<file path="src/rtl/cpu_pkg.sv">
// Shared RV32I core definitions: widths, register-index constants and the
// retire bundle handed from the write-back stage to the register file.
package cpu_pkg;

    localparam int unsigned XLEN      = 32;
    localparam int unsigned NREG      = 32;
    localparam int unsigned REG_IDX_W = 5;
    localparam int unsigned CNT_W     = 64;

    localparam logic [REG_IDX_W-1:0] REG_ZERO = 5'd0;

    typedef struct packed {
        logic [XLEN-1:0]      pc;
        logic [XLEN-1:0]      inst;
        logic                 valid;
        logic [REG_IDX_W-1:0] reg_d;
        logic [XLEN-1:0]      reg_d_v;
    } retire_t;

    // x0 reads as zero; otherwise a same-cycle write wins over the stored value.
    function automatic logic [XLEN-1:0] bypass_sel(
        input logic [REG_IDX_W-1:0] idx,
        input logic                 wr_en,
        input logic [REG_IDX_W-1:0] wr_idx,
        input logic [XLEN-1:0]      wr_val,
        input logic [XLEN-1:0]      arr_val
    );
        if (idx == REG_ZERO) begin
            return '0;
        end else if (wr_en && (idx == wr_idx)) begin
            return wr_val;
        end else begin
            return arr_val;
        end
    endfunction

endpackage

</file>
<file path="src/rtl/wb_regfile_if.sv">
// Write-back/decode bus of the register file: the retire bundle plus the two
// decode read ports.
interface wb_regfile_if import cpu_pkg::*; ();

    retire_t              wb;
    logic [REG_IDX_W-1:0] d_reg_s1;
    logic [REG_IDX_W-1:0] d_reg_s2;
    logic [XLEN-1:0]      d_reg_s1_v;
    logic [XLEN-1:0]      d_reg_s2_v;

    modport master (
        output wb,
        output d_reg_s1,
        output d_reg_s2,
        input  d_reg_s1_v,
        input  d_reg_s2_v
    );

    modport slave (
        input  wb,
        input  d_reg_s1,
        input  d_reg_s2,
        output d_reg_s1_v,
        output d_reg_s2_v
    );

endinterface

</file>
<file path="src/rtl/wb_regfile_retire_counter.sv">
// Free-running retirement counter with enable and async active-low clear;
// wraps silently at the top of its range.
module retire_counter #(
    parameter int unsigned Width = 64
) (
    input  logic             clk,
    input  logic             rst_n,
    input  logic             en,
    output logic [Width-1:0] count
);

    logic [Width-1:0] cnt_q;

    always_ff @(posedge clk or negedge rst_n) begin
        if (!rst_n) begin
            cnt_q <= '0;
        end else if (en) begin
            cnt_q <= cnt_q + Width'(1);
        end
    end

    assign count = cnt_q;

endmodule

</file>
<file path="src/rtl/wb_regfile.sv">
// Write-back consumer: commits retired instructions into the architectural
// register file, serves two bypassed decode reads and tracks retirement state.
module wb_regfile
    import cpu_pkg::*;
(
    input  logic               clk,
    input  logic               rst_n,
    input  logic               stall,
    wb_regfile_if.slave        bus,
    output logic [CNT_W-1:0]   cycle,
    output logic [CNT_W-1:0]   instret,
    output logic [XLEN-1:0]    r_pc,
    output logic [XLEN-1:0]    r_inst,
    output logic               r_valid
);

    logic            commit;
    logic            wr_en;
    logic [XLEN-1:0] regs_q [NREG];
    logic [XLEN-1:0] r_pc_q;
    logic [XLEN-1:0] r_inst_q;
    logic            r_valid_q;

    assign commit = bus.wb.valid & ~stall;
    assign wr_en  = commit & (bus.wb.reg_d != REG_ZERO);

    // x0 is never written, so its storage stays at the reset value of zero.
    always_ff @(posedge clk or negedge rst_n) begin
        if (!rst_n) begin
            for (int i = 0; i < NREG; i++) begin
                regs_q[i] <= '0;
            end
        end else if (wr_en) begin
            regs_q[bus.wb.reg_d] <= bus.wb.reg_d_v;
        end
    end

    always_comb begin
        bus.d_reg_s1_v = bypass_sel(bus.d_reg_s1, wr_en, bus.wb.reg_d, bus.wb.reg_d_v,
                                    regs_q[bus.d_reg_s1]);
        bus.d_reg_s2_v = bypass_sel(bus.d_reg_s2, wr_en, bus.wb.reg_d, bus.wb.reg_d_v,
                                    regs_q[bus.d_reg_s2]);
    end

    always_ff @(posedge clk or negedge rst_n) begin
        if (!rst_n) begin
            r_pc_q    <= '0;
            r_inst_q  <= '0;
            r_valid_q <= 1'b0;
        end else if (commit) begin
            r_pc_q    <= bus.wb.pc;
            r_inst_q  <= bus.wb.inst;
            r_valid_q <= 1'b1;
        end
    end

    assign r_pc    = r_pc_q;
    assign r_inst  = r_inst_q;
    assign r_valid = r_valid_q;

    retire_counter #(
        .Width (CNT_W)
    ) u_cycle_cnt (
        .clk   (clk),
        .rst_n (rst_n),
        .en    (1'b1),
        .count (cycle)
    );

    retire_counter #(
        .Width (CNT_W)
    ) u_instret_cnt (
        .clk   (clk),
        .rst_n (rst_n),
        .en    (commit),
        .count (instret)
    );

endmodule

</file>
<file path="src/flat_wrapper.sv">
// flat-port wrapper written by rule: the top's interface ports become plain ports
module wb_regfile_flat import cpu_pkg::*;
  (clk, rst_n, stall, cycle, instret, r_pc, r_inst, r_valid, bus_wb, bus_d_reg_s1, bus_d_reg_s2, bus_d_reg_s1_v, bus_d_reg_s2_v);
  wb_regfile_if bus_i ();
  input  logic clk;
  input  logic rst_n;
  input  logic stall;
  output logic [CNT_W-1:0] cycle;
  output logic [CNT_W-1:0] instret;
  output logic [XLEN-1:0] r_pc;
  output logic [XLEN-1:0] r_inst;
  output logic r_valid;
  input wire logic [$bits(bus_i.wb)-1:0] bus_wb;
  input wire logic [$bits(bus_i.d_reg_s1)-1:0] bus_d_reg_s1;
  input wire logic [$bits(bus_i.d_reg_s2)-1:0] bus_d_reg_s2;
  output wire logic [$bits(bus_i.d_reg_s1_v)-1:0] bus_d_reg_s1_v;
  output wire logic [$bits(bus_i.d_reg_s2_v)-1:0] bus_d_reg_s2_v;
  assign bus_i.wb = bus_wb;
  assign bus_i.d_reg_s1 = bus_d_reg_s1;
  assign bus_i.d_reg_s2 = bus_d_reg_s2;
  assign bus_d_reg_s1_v = bus_i.d_reg_s1_v;
  assign bus_d_reg_s2_v = bus_i.d_reg_s2_v;
  wb_regfile u_core (.clk(clk), .rst_n(rst_n), .stall(stall), .bus(bus_i), .cycle(cycle), .instret(instret), .r_pc(r_pc), .r_inst(r_inst), .r_valid(r_valid));
endmodule
</file>
<file path="config.mk">
export PLATFORM = sky130hd
export DESIGN_NAME = wb_regfile_flat
export DESIGN_NICKNAME = d
export VERILOG_FILES = /design/src/rtl/cpu_pkg.sv /design/src/rtl/wb_regfile_if.sv /design/src/rtl/wb_regfile_retire_counter.sv /design/src/rtl/wb_regfile.sv /design/src/flat_wrapper.sv
export SDC_FILE = /design/constraint.sdc
export NUM_CORES = 2
export LEC_CHECK = 0
export ABC_CLOCK_PERIOD_IN_PS = 2850
export BUFFER_PORTS_ARGS = -buffer_cell sky130_fd_sc_hd__buf_2
export CORE_MARGIN = 10
export CORE_UTILIZATION = 50
export CTS_BUF_LIST = sky130_fd_sc_hd__clkbuf_8
export DETAILED_ROUTE_END_ITERATION = 12
export GPL_TIMING_DRIVEN = 0
export HOLD_SLACK_MARGIN = 0.1
export PLACE_DENSITY_LB_ADDON = 0.08
export SYNTH_ARGS = -nofsm -noshare
export SYNTH_HDL_FRONTEND = slang
export SYNTH_SLANG_ARGS = --single-unit
</file>
<file path="constraint.sdc">
create_clock -name clk -period 2.85 [get_ports clk]
set_clock_uncertainty 0.1 [all_clocks]
set_input_delay 0.4275 -clock clk [delete_from_list [all_inputs] [get_ports clk]]
set_output_delay 0.4275 -clock clk [all_outputs]
set_load 0.05 [all_outputs]
</file>
# == Yosys cells after proc, flatten, opt, wreduce, memory -nomap -nowiden ==
# Index checks and enable logic that the tools add are counted.
# word_totals
register_bits,1217
elab_cells,70
out_inout_bits,257
in_bits,115
# op_classes
reduce_logical,6
bitwise,6
order_cmp,4
addsub,2
n_eq_ne,2
n_mux,13
# op_table
op,n
bitwise mux 1024 bit,1
binary-select mux 32 bit (select 5 bit),2
two-way mux 32 bit,9
demux 32 bit (select 5 bit),1
"adder 64 x 1 -> 64 bit, second input constant",2
"greater-or-equal comparator 6 bit, second input constant",3
NOT 5 -> 6 bit,3
equality test 5 bit,2
logical NOT 5 bit,2
"< comparator 6 x 1 -> 1 bit, second input constant",1
nonzero test 5 bit,1
logical AND 1 bit,3
AND 1 bit,2
NOT 1 bit,1

# == Depth between registers and ports, before layout ==
# depth
word_depth,6
depth_mapped,11
mapped_depth_nobuf,7

# == Modules after synthesis ==
# Synthesis repeated with hierarchy kept, for this count alone.
# unflattened
cells_unflattened,4926
hier_area_um2,64541.9
# modules_own_cells
mod,cells_each,instances,area_each_um2
wb_regfile,4356,1,58346.0
retire_counter,285,2,3098.0

# == Worst setup path before layout ==
# OpenSTA, ideal clock, no wires.
# synth_timing
path_type,in2out
startpoint,in bus_d_reg_s2[0]
endpoint,out bus_d_reg_s2_v[22]
setup_slack_ns,-0.647
cell_stages,9
t_required_ns,2.322
t_arrival_ns,2.969
path_cell_list,buf_4 -> buf_8 -> buf_6 -> buf_4 -> mux2i_1 -> a221oi_1 -> a22oi_1 -> nor3b_1 -> o32ai_1
# synth_between
elab_chain_cells,6
elab_cells_between_ends,9
# synth_lines
item,line,text
from (decl),flat_wrapper.sv:15,input wire logic [$bits(bus_i.d_reg_s2)-1:0] bus_d_reg_s2;
NOT 5 -> 6 bit (implied by the code),wb_regfile.sv:42,regs_q[bus.d_reg_s2]);
binary-select mux 32 bit (select 5 bit),wb_regfile.sv:42,
two-way mux 32 bit (implied by the code) (2 in a row),wb_regfile.sv:42,
two-way mux 32 bit,cpu_pkg.sv:30,end else if (wr_en && (idx == wr_idx)) begin
two-way mux 32 bit *,cpu_pkg.sv:28,if (idx == REG_ZERO) begin
to (decl),flat_wrapper.sv:17,output wire logic [$bits(bus_i.d_reg_s2_v)-1:0] bus_d_reg_s2_v;
# Every way passes the cells marked *; elsewhere a longest branch is shown, timed or not. The select of a mux whose other input is x is not followed.

# == Worst setup path in the final report ==
# layout_timing
startpoint,in bus_d_reg_s1[1]
endpoint,out bus_d_reg_s1_v[31]
# layout_between
elab_chain_cells,6
elab_cells_between_ends,9
# layout_lines
item,line,text
from (decl),flat_wrapper.sv:14,input wire logic [$bits(bus_i.d_reg_s1)-1:0] bus_d_reg_s1;
NOT 5 -> 6 bit (implied by the code),wb_regfile.sv:40,regs_q[bus.d_reg_s1]);
binary-select mux 32 bit (select 5 bit),wb_regfile.sv:40,
two-way mux 32 bit (implied by the code) (2 in a row),wb_regfile.sv:40,
two-way mux 32 bit,cpu_pkg.sv:30,
two-way mux 32 bit *,cpu_pkg.sv:28,
to (decl),flat_wrapper.sv:16,output wire logic [$bits(bus_i.d_reg_s1_v)-1:0] bus_d_reg_s1_v;
# Marked as above.

==> impl_metrics.tcl <==
set metrics [dict create \
    outcome "complete, but fails checks" \
    failed_checks "negative hold slack, max-capacitance violations, max-slew violations, negative setup slack" \
    critPathLaunchType "input port" \
    max_slew.worst_pin.slew_ps 1530 \
    fin_util 0.614 \
    row_count 130 \
    cellLeakagePower_uw 0.0356 \
    p_switching_uw 14800 \
    wl_per_cell_um 39.2 \
    postLayoutSetupSlackWorst_ps -821 \
    synth_edf_count 0 \
    cts_inserted_buffers 211 \
    post_route_cells_drive_above_1_share 0.488 \
    die_y_um 376 \
    yosys_warnings 0 \
    chipWidth_um 376 \
    ios 372 \
    hold_viol 236 \
    grt_start_max_net_pins 156 \
    seq_area_frac_synth 0.481 \
    port_buffers 359 \
    grtUsageTotal 0.393 \
    cts-hold-fix-buffers 161 \
    cp_common_cell "buf_4" \
    synth_top_cells_by_area "dfrtp_1, mux4_2, mux2_2, nand2_1, mux2i_1" \
    rsz0062_at_grt "true" \
    syn_inst 4551 \
    irDropWorstVdd_mv 0.531 \
    period_share 1.29 \
    start_util 0.504 \
    fin_crit_ps 3670 \
    tritoncts "yes" \
    first_global_vias 48400 \
    maxSlewViolCount 11 \
    area.growth.synth_to_final_pct 22.0 \
    path_delay_family "buffers and inverters" \
    drv_cap 1 \
    synth.net_count 4668 \
    drt_iter0_drc 6176 \
    synth_cell_types 63 \
    cp-end-kind "output pin" \
    first_pass_iters 9 \
    nets 5488 \
    async_reset_ff_frac 1.00 \
    postLayoutCellArea_mm2 0.0773 \
    regToRegSetupSlack_ps 150 \
    worstSkewPairLatency_ps 950 \
    path_cells "buf_2 -> buf_4 -> buf_4 -> buf_6 -> mux4_2 -> nand2_1 -> nand3_1 -> o211ai_1 -> o211ai_1 -> buf_4" \
    via_count 49000 \
    clock_sinks 1217 \
    yosys.area.top_type "dfrtp_1" \
    fillers 9869 \
    clock_power_share 0.356 \
    path_clk_slew_ps 60 \
    synth.top_cell.area_share 0.481 \
    drt-total-wl_um 283000 \
    drc 0 \
    avgSynthCellArea_um2 13.9 \
    die_area_mm2 0.141 \
    critPathKind "input port to output pin" \
    fmax_mhz 272 \
    crit_required_ps 2320 \
    setup_viol 104 \
    hold_path.class "input port to async pin" \
    worstPathMaxFanout 10 \
    antenna_found_initial 20 \
    finalPower_uw 48300 \
    cpMaxStageDelayCell "o211ai_1" \
    power_frac_seq 0.431 \
    hold_slack_ps -696 \
    regArea_mm2 0.0305 \
    root_buffer "clkbuf_8" \
    path_buf_inv 5 \
    synth_ff_type "dfrtp_1" \
    ys_seq_elements 1217 \
    core-area_mm2 0.126 \
    grt.overflow.total 0 \
    synth_common_cells "dfrtp_1, mux2_2, mux4_2" \
    grt_first_pass_wirelength_um 383000 \
    clk_path_buf_depth 3 \
    cp.arrival_ps 3140 \
    avgViaCountPerCell 6.80 \
    htreeDepth 4 \
    power.density_mw_per_mm2 625 \
    p_comb_frac 0.213 \
    dp_hpwl_um 182000 \
    multiInputGateArea_mm2 0.0319 \
    max_stage_delay_ps 600 \
    synth_area_mm2 0.0633 \
    ant_nets 0 \
    yosysMostFrequentCell "dfrtp_1" \
    swShare 0.306 \
    gp_congestion 1.02 \
    tns_ps -36270 \
    internal-power_uw 33500 \
    relSlewSlack -0.0173 \
    placed_cell_area_mm2 0.0679 \
]
[sequential cells by signal, summed over array words and instances, names as in the netlist]
signal,cells
u_core.u_instret_cnt.count,64
u_core.r_inst,32
u_core.r_valid,1
u_core.u_cycle_cnt.count,64
u_core.r_pc,32
u_core.regs_q,1024
[worst paths after layout]
| check | endpoint | startpoint | cells past startpoint |
|---|---|---|---|
| setup / recovery | bus_d_reg_s1_v[31] | bus_d_reg_s1[1] | 10 |
| hold / removal | u_core.u_cycle_cnt.count[48]$_DFF_PN0_ | rst_n | 1 |
| setup reg to reg | u_core.u_instret_cnt.count[20]$_DFFE_PN0P_ | u_core.u_instret_cnt.count[2]$_DFFE_PN0P_ | 8 |
| hold reg to reg | u_core.r_valid$_DFFE_PN0P_ | u_core.r_valid$_DFFE_PN0P_ | 1 |
| max in group asynchronous | u_core.regs_q[979]$_DFFE_PN0P_ | rst_n | 5 |
| min in group clk | u_core.regs_q[591]$_DFFE_PN0P_ | bus_wb[15] | 3 |
[layer usage]
layer	track usage	routed length [um]
met5	0.00480	173
met1	0.481	101000
met3	0.171	38800
met4	0.254	21900
met2	0.563	120000
[through the flow]
stage	setup slack (ps)	cells	hold slack [ps]
2_1_floorplan	-287	4551	31.9
3_3_place_gp	-26440	6560	348
3_5_place_dp	-2790	6573	330
4_1_cts	-751	7157	-702
5_1_grt	-784	7192	-657
6_report	-821	7204	-696
[worst register-to-register path, cell delays in order, from the launching register on]
cell           delay [ps]
dfrtp_1               400
nand3b_1               90
dlygate4sd3_1         610
or2_0                 230
clkbuf_1              180
nor2_4                280
nand2_1               120
or4_1                 430
xnor2_1               140
[power groups by stage]
stage	Combinational, uW	Sequential [uW]	Clock, uW
final	10300	20800	17200
after global routing	10600	21000	18000
after CTS	9860	20700	17200
after detailed placement	9020	21000	0
after global placement	8860	21000	0
after floorplan	5680	21100	0
[cell families (layout without fill, tap and decap cells)]
| family | Yosys count | after routing | share of synthesized area |
|---|---|---|---|
| other | 0 | 15 | 0 |
| xor gates and xnor gates | 135 | 135 | 0.0187 |
| AOI/OAI and AO/OA | 286 | 286 | 0.0297 |
| DFF | 1217 | 1217 | 0.481 |
| and+or+nand+nor | 801 | 801 | 0.0585 |
| buffers and inverters | 476 | 1464 | 0.0335 |
| adders and majority gates | 2 | 2 | 0.000395 |
| muxes | 1634 | 1634 | 0.378 |
[final cells by class]
cell class | instances | share of cell area
repair buffers | 611 | 0.0639
inverters | 28 | 0.00147
clock inverters | 100 | 0.00808
plain buffers | 444 | 0.0423
clock buffers | 281 | 0.0501
flip-flops and latches | 1217 | 0.394
multi-input cells | 2858 | 0.413
diodes | 15 | 0.000486
well taps | 1650 | 0.0267
[layout by cell type, fill, tap and decap left out, types with 33 or more instances in the layout]
cell / netlist / routed
dlygate4sd3_1: 0 / 161
clkbuf_8: 0 / 304
buf_12: 1 / 33
xnor2_1: 83 / 82
nand3_1: 110 / 74
buf_6: 9 / 82
xor2_1: 52 / 52
buf_4: 30 / 95
nor2_1: 117 / 115
o21ai_0: 60 / 54
nand4_1: 48 / 48
nand2_1: 395 / 389
dfrtp_1: 1217 / 1217
clkbuf_1: 289 / 202
inv_1: 26 / 92
buf_2: 86 / 348
buf_8: 3 / 33
mux2i_1: 142 / 130
mux2_2: 982 / 982
mux4_2: 510 / 510
[repair_timing]
item                                    4_1_cts  5_1_grt
endpoints found under the setup margin       64       74
resized for setup                           587      130
buffers inserted                             46       28
pin swaps                                    98       32
hold endpoints to repair                   1178      236
cloned                                        0        4
(Power assumes the default switching activity.)
